--- src/rtl/adc_frame_align_ctrl.sv ---
// -----------------------------------------------------------------------------
// adc_frame_align_ctrl
//
// Frame-alignment sequencer for the ADC LVDS receive path, clocked by the
// divided SERDES clock. It compares the deserialised frame-clock word against
// the expected frame pattern. Until the pattern is seen for LockCount
// consecutive cycles, it issues single-cycle bitslip pulses, each followed by
// a settle interval. Once locked it keeps watching the word. A run of
// LossCount consecutive mismatches counts as a loss of lock and starts a new
// alignment attempt automatically.
//
// Ports
//   AlnClkDiv     in   divided SERDES clock (only clock)
//   AlnRst_n      in   asynchronous active-low reset
//   AlnEna        in   level, high enables alignment (MMCM locked)
//   AlnReSync     in   single-cycle request to restart alignment
//   AlnFrmWord    in   deserialised frame-clock word [15:0]
//   AlnBitslip    out  single-cycle bitslip pulse to all deserialisers
//   AlnAlignDone  out  high while locked
//   AlnAlignFail  out  sticky, set after MaxSlips slips without lock
//   AlnSlipCnt    out  bitslips issued in the current attempt [4:0]
//   AlnLossCnt    out  loss-of-lock events since reset, saturating [7:0]
// -----------------------------------------------------------------------------
module adc_frame_align_ctrl #(
  parameter int unsigned AdcBits      = 14,
  parameter logic [15:0] FrmPattern   = 16'b0011111110000000,
  parameter int unsigned SettleCycles = 4,
  parameter int unsigned MaxSlips     = 16,
  parameter int unsigned LockCount    = 8,
  parameter int unsigned LossCount    = 3
) (
  input  logic        AlnClkDiv,
  input  logic        AlnRst_n,
  input  logic        AlnEna,
  input  logic        AlnReSync,
  input  logic [15:0] AlnFrmWord,
  output logic        AlnBitslip,
  output logic        AlnAlignDone,
  output logic        AlnAlignFail,
  output logic [4:0]  AlnSlipCnt,
  output logic [7:0]  AlnLossCnt
);

  localparam logic [3:0] SettleLd = 4'(SettleCycles);
  localparam logic [4:0] SlipMax  = 5'(MaxSlips);
  localparam logic [3:0] LockTgt  = 4'(LockCount);
  localparam logic [3:0] LossTgt  = 4'(LossCount);

  typedef enum logic [2:0] {
    StIdle,
    StSettle,
    StCheck,
    StSlip,
    StLocked,
    StFail
  } alnState_t;

  alnState_t  state, stateNxt;
  logic [3:0] settleCnt, settleNxt;
  logic [3:0] matchCnt, matchNxt;
  logic [3:0] missCnt, missNxt;
  logic [4:0] slipCnt, slipNxt;
  logic [7:0] lossCnt, lossNxt;
  logic       bitslipQ, bitslipNxt;
  logic       doneQ, doneNxt;
  logic       failQ, failNxt;
  logic       isMatch;

  assign isMatch = (AlnFrmWord[AdcBits-1:0] == FrmPattern[AdcBits-1:0]);

  // State and all output registers.
  always_ff @(posedge AlnClkDiv or negedge AlnRst_n) begin
    if (!AlnRst_n) begin
      state     <= StIdle;
      settleCnt <= '0;
      matchCnt  <= '0;
      missCnt   <= '0;
      slipCnt   <= '0;
      lossCnt   <= '0;
      bitslipQ  <= 1'b0;
      doneQ     <= 1'b0;
      failQ     <= 1'b0;
    end else begin
      state     <= stateNxt;
      settleCnt <= settleNxt;
      matchCnt  <= matchNxt;
      missCnt   <= missNxt;
      slipCnt   <= slipNxt;
      lossCnt   <= lossNxt;
      bitslipQ  <= bitslipNxt;
      doneQ     <= doneNxt;
      failQ     <= failNxt;
    end
  end

  // Next-state logic. The flag outputs are computed from the state being
  // entered. Registering them gives single-cycle bitslip pulses aligned with
  // the SLIP state, and done/fail levels aligned with LOCKED/FAIL.
  always_comb begin
    stateNxt   = state;
    settleNxt  = settleCnt;
    matchNxt   = matchCnt;
    missNxt    = missCnt;
    slipNxt    = slipCnt;
    lossNxt    = lossCnt;
    bitslipNxt = 1'b0;
    doneNxt    = 1'b0;
    failNxt    = 1'b0;

    if (!AlnEna) begin
      stateNxt  = StIdle;
      settleNxt = '0;
      matchNxt  = '0;
      missNxt   = '0;
      slipNxt   = '0;
    end else if (AlnReSync && (state != StIdle)) begin
      stateNxt  = StSettle;
      settleNxt = SettleLd;
      matchNxt  = '0;
      missNxt   = '0;
      slipNxt   = '0;
    end else begin
      unique case (state)
        StIdle: begin
          stateNxt  = StSettle;
          settleNxt = SettleLd;
        end

        StSettle: begin
          if (settleCnt <= 4'd1) begin
            stateNxt  = StCheck;
            settleNxt = '0;
            matchNxt  = '0;
          end else begin
            settleNxt = settleCnt - 4'd1;
          end
        end

        StCheck: begin
          if (isMatch) begin
            if ((matchCnt + 4'd1) == LockTgt) begin
              stateNxt = StLocked;
              matchNxt = '0;
              missNxt  = '0;
              doneNxt  = 1'b1;
            end else begin
              matchNxt = matchCnt + 4'd1;
            end
          end else begin
            matchNxt = '0;
            if (slipCnt == SlipMax) begin
              stateNxt = StFail;
              failNxt  = 1'b1;
            end else begin
              stateNxt   = StSlip;
              bitslipNxt = 1'b1;
              slipNxt    = slipCnt + 5'd1;
            end
          end
        end

        StSlip: begin
          stateNxt  = StSettle;
          settleNxt = SettleLd;
        end

        StLocked: begin
          doneNxt = 1'b1;
          if (isMatch) begin
            missNxt = '0;
          end else if ((missCnt + 4'd1) == LossTgt) begin
            // Lost lock: start a fresh attempt with a full settle interval.
            stateNxt  = StSettle;
            settleNxt = SettleLd;
            missNxt   = '0;
            slipNxt   = '0;
            doneNxt   = 1'b0;
            if (lossCnt != 8'hFF) begin
              lossNxt = lossCnt + 8'd1;
            end
          end else begin
            missNxt = missCnt + 4'd1;
          end
        end

        StFail: begin
          failNxt = 1'b1;
        end

        default: begin
          stateNxt = StIdle;
        end
      endcase
    end
  end

  assign AlnBitslip   = bitslipQ;
  assign AlnAlignDone = doneQ;
  assign AlnAlignFail = failQ;
  assign AlnSlipCnt   = slipCnt;
  assign AlnLossCnt   = lossCnt;

endmodule

--- config.mk ---
export PLATFORM = sky130hd
export DESIGN_NAME = adc_frame_align_ctrl
export DESIGN_NICKNAME = d
export VERILOG_FILES = /design/src/rtl/adc_frame_align_ctrl.sv
export SDC_FILE = /design/constraint.sdc
export NUM_CORES = 1
export LEC_CHECK = 0
export CAP_MARGIN = 20
export CORE_AREA = 2 2 86 55
export CTS_BUF_LIST = sky130_fd_sc_hd__clkbuf_16
export DETAILED_ROUTE_END_ITERATION = 12
export DIE_AREA = 0 0 88 57
export PLACE_DENSITY = 0.74
export SYNTH_ARGS = -nofsm -noshare
export SYNTH_HDL_FRONTEND = slang
export SYNTH_SLANG_ARGS = --single-unit
--- constraint.sdc ---
create_clock -name AlnClkDiv -period 2 [get_ports AlnClkDiv]
set_input_delay 0.4 -clock AlnClkDiv [delete_from_list [all_inputs] [get_ports AlnClkDiv]]
set_output_delay 0.4 -clock AlnClkDiv [all_outputs]
set_load 0.01 [all_outputs]
==> run_results.csv <==
group,metric,value,unit
sta,setup_viol,0,
power_and_ir_drop,p_leak,1.11,nW
clock_network,hold_buffers,0,
final_layout,area_delta_synth_final,36.7,%
worst_setup_path,crit_required,2.16,ns
sta,fmaxAchievable,526,MHz
grt,gr-total-overflow,0,
die,die-height,57,µm
worst_setup_path,cpPeakStageDelay,0.37,ns
place,io_buffers,33,
route,routedWlPerCell,13.1,µm
final_layout,utilization,60.7,%
worst_hold_path,hp-class,"reg2reg",
yosys,netlist_top_cells_area,"dfrtp_1, ha_1, xnor2_1, nor2_1, nand3_1",
die,fp-row-count,19,
clock_network,clk_latency,0.28,ns
clock_network,htree_levels,2,
worst_setup_path,ff2ff_setup_slack,0.1,ns
sta,layout_setup_ws,0.0993,ns
worst_setup_path,r2r_end,"AlnLossCnt[1]",
final_layout,stdcell_count,313,
yosys,yosysTopAreaCell,"dfrtp_1",
place,pre_cts_ws,-0.252,ns
place,dp_cells,305,
clock_network,clk_path_buf_depth,2,
final_layout,fillers,373,
power_and_ir_drop,power.total,1.62,mW
power_and_ir_drop,power_density,620,nW/µm²
final_layout,design_area,2610,µm²
grt,grt_pass1_vias,1429,
yosys,async_flop_share,100,%
die,ios,36,
grt,grt_pass1_wl,7.00,mm
worst_setup_path,crit_end,"AlnLossCnt[1]",
sta,relSlewSlack,72.9,%
worst_setup_path,start_kind,"register",
route,route.antenna.remaining_nets,0,
clock_network,clockRootBuffer,"clkbuf_16",
route,drtIter0Drc,61,
route,vias,1605,
route,drt_wl_total,4.10,mm
yosys,synth_warnings,0,
yosys,avgSynthCellArea,9.95,µm²
yosys,ys_types,59,
yosys,syn_area,1910,µm²
worst_setup_path,critPathKind,"reg2reg",
grt,antenna_found_initial,0,
sta,maxSlewViolCount,0,
clock_network,cts.sinks,31,
sta,period_share,95.0,%
route,first_pass_iters,4,
worst_setup_path,reg2reg_from,"missCnt[0]",
sta,hold_viol,0,
yosys,ys_ff_latch,31,
yosys,seq_area_frac_synth,40.6,%
job,max_cap_violations,0,
clock_network,clk_pin_slew,0.05,ns
yosys,synth-edff-count,0,
place,dp_hpwl,3.08,mm
clock_network,tritoncts.num_buffers,5,
final_layout,diodes,0,
sta,fin_crit,1.90,ns
worst_setup_path,crit_arrival,2.06,ns
worst_setup_path,worstRegToRegCells,8,
die,die_w,88,µm
route,drc,0,
clock_network,postCtsSetupBuffers,0,
worst_setup_path,path_max_fanout,7,
worst_setup_path,cp_cell_sequence,"inv_1, ha_1, and3_1, a31oi_2, nor3_4, buf_4, nand2_4, mux2_4",
worst_setup_path,cp.depth,8,
outcome,status,"finished clean",
worst_setup_path,path_delay_family,"compound AO/OA/AOI/OAI gates",
grt,track_usage,18.1,%
sta,rsz0062_at_grt,"false",
route,viasPerCell,5.13,
power_and_ir_drop,vdd_drop_max,0.493,mV
clock_network,cts_resized,0,
final_layout,final_nets,278,
worst_setup_path,cp_slowest_cell,"a31oi_2",
worst_setup_path,path_buf_inv,2,
final_layout,drive_above_1_share,18.4,%
yosys,synthesis.nets,221,
die,die-area,5020,µm²
worst_setup_path,end_kind,"register",
yosys,syn_inst,192,
sta,worst_pin_slew,0.406,ns
sta,holdWs,0.492,ns
worst_setup_path,cp-startpoint,"missCnt[0]",
sta,setup_tns,0,ns
sta,clock-skew-final,0.00402,ns
place,placed_area,2450,µm²
grt,grt_start_max_net_pins,32,
yosys,ys.flop_type,"dfrtp_1",
die,start_util,44.4,%
die,design.core.area,4300,µm²
yosys,yosysTopAreaCellShare,40.6,%
place,place.gp.congestion,0.806,
clock_network,cts_tree,"done",
[Yosys cell counts, types with 2 or more instances]
cell type  count
nor4b_1        2
nand3_1       10
o31ai_1        2
o21a_1         4
nand2_1       13
mux2i_1        3
a31oi_1        4
a41oi_1        2
ha_1           9
a21boi_0       2
a21oi_1        7
o22ai_1        3
nand4b_1       2
dfrtp_1       31
nor3_1         2
nor2_1        16
clkbuf_1       2
nor2b_1        4
a21o_1         2
inv_1         12
nand2b_1       4
xnor2_1        8
o21ai_0        6
and3_1         2
nand4_1        5
o21ai_1        2
[registers in the layout, indices dropped and copies added (netlist names)]
name / flops
AlnLossCnt: 8
AlnAlignFail: 1
state: 3
AlnBitslip: 1
settleCnt: 4
missCnt: 4
AlnAlignDone: 1
AlnSlipCnt: 5
matchCnt: 4
[how the worst min path moves through the flow]
| stage | start | end | cells after the start |
|---|---|---|---|
| global placement | AlnLossCnt[5] | AlnLossCnt[5] | 1 |
| CTS | AlnLossCnt[5] | AlnLossCnt[5] | 1 |
| floorplan | AlnRst_n | AlnAlignDone | 0 |
| detailed placement | AlnLossCnt[5] | AlnLossCnt[5] | 1 |
| finish | AlnLossCnt[5] | AlnLossCnt[5] | 1 |
| global route | AlnLossCnt[5] | AlnLossCnt[5] | 1 |
[power by group]
| part | internal [mW] | leakage (nW) | switching, mW |
|---|---|---|---|
| clock network | 0.451 | 0.0649 | 0.269 |
| logic | 0.113 | 0.621 | 0.103 |
| registers | 0.649 | 0.428 | 0.0353 |
[per-layer routing]
| metal | GRT usage, % | vias up | part of all wire [%] |
|---|---|---|---|
| met5 | 0 | - | 0 |
| met4 | 6.59 | 0 | 1.4 |
| met3 | 4.63 | 8 | 3.5 |
| met2 | 23.5 | 22 | 41 |
| met1 | 28.7 | 753 | 54 |
| li1 | - | 822 | - |
[cell families (layout without fill, tap and decap cells)]
family | Yosys count | after routing | share of synthesized area [%]
XOR/XNOR | 9 | 9 | 4.13
adder cells (fa/ha/maj) | 9 | 9 | 5.89
AO/OA/AOI/OAI | 47 | 47 | 18.5
AND/OR/NAND/NOR | 75 | 75 | 24.3
buffers and inverters | 16 | 74 | 3.60
flip-flops | 31 | 31 | 40.6
multiplexers | 5 | 5 | 2.95
[worst register-to-register path: cells and delay by family (launching register included)]
family / cells / cell delay (ns)
AO/OA/AOI/OAI: 1 / 0.37
adder cells (fa/ha/maj): 1 / 0.21
buffers and inverters: 2 / 0.24
flip-flops: 1 / 0.36
multiplexers: 1 / 0.30
AND/OR/NAND/NOR: 3 / 0.31
[layout make-up]
type / instances / area, µm² / share of cell area [%]
Multi-Input combinational cell: 145 / 1080 / 41.5
Sequential cell: 31 / 776 / 29.7
Timing Repair Buffer: 54 / 488 / 18.7
Clock buffer: 5 / 125 / 4.79
Tap cell: 63 / 78.8 / 3.02
Inverter: 12 / 45.0 / 1.72
Clock inverter: 3 / 15.0 / 0.575
[layout by cell type, fill, tap and decap left out, types with 5 or more instances in the layout]
| master | instances |
|---|---|
| a21oi_1 | 7 |
| buf_4 | 21 |
| clkbuf_16 | 5 |
| clkdlybuf4s50_1 | 33 |
| dfrtp_1 | 31 |
| ha_1 | 9 |
| inv_1 | 12 |
| nand2_1 | 13 |
| nand3_1 | 10 |
| nand4_1 | 5 |
| nor2_1 | 16 |
| o21ai_0 | 6 |
| xnor2_1 | 8 |
Note: power is estimated with default switching activity, not from simulation.
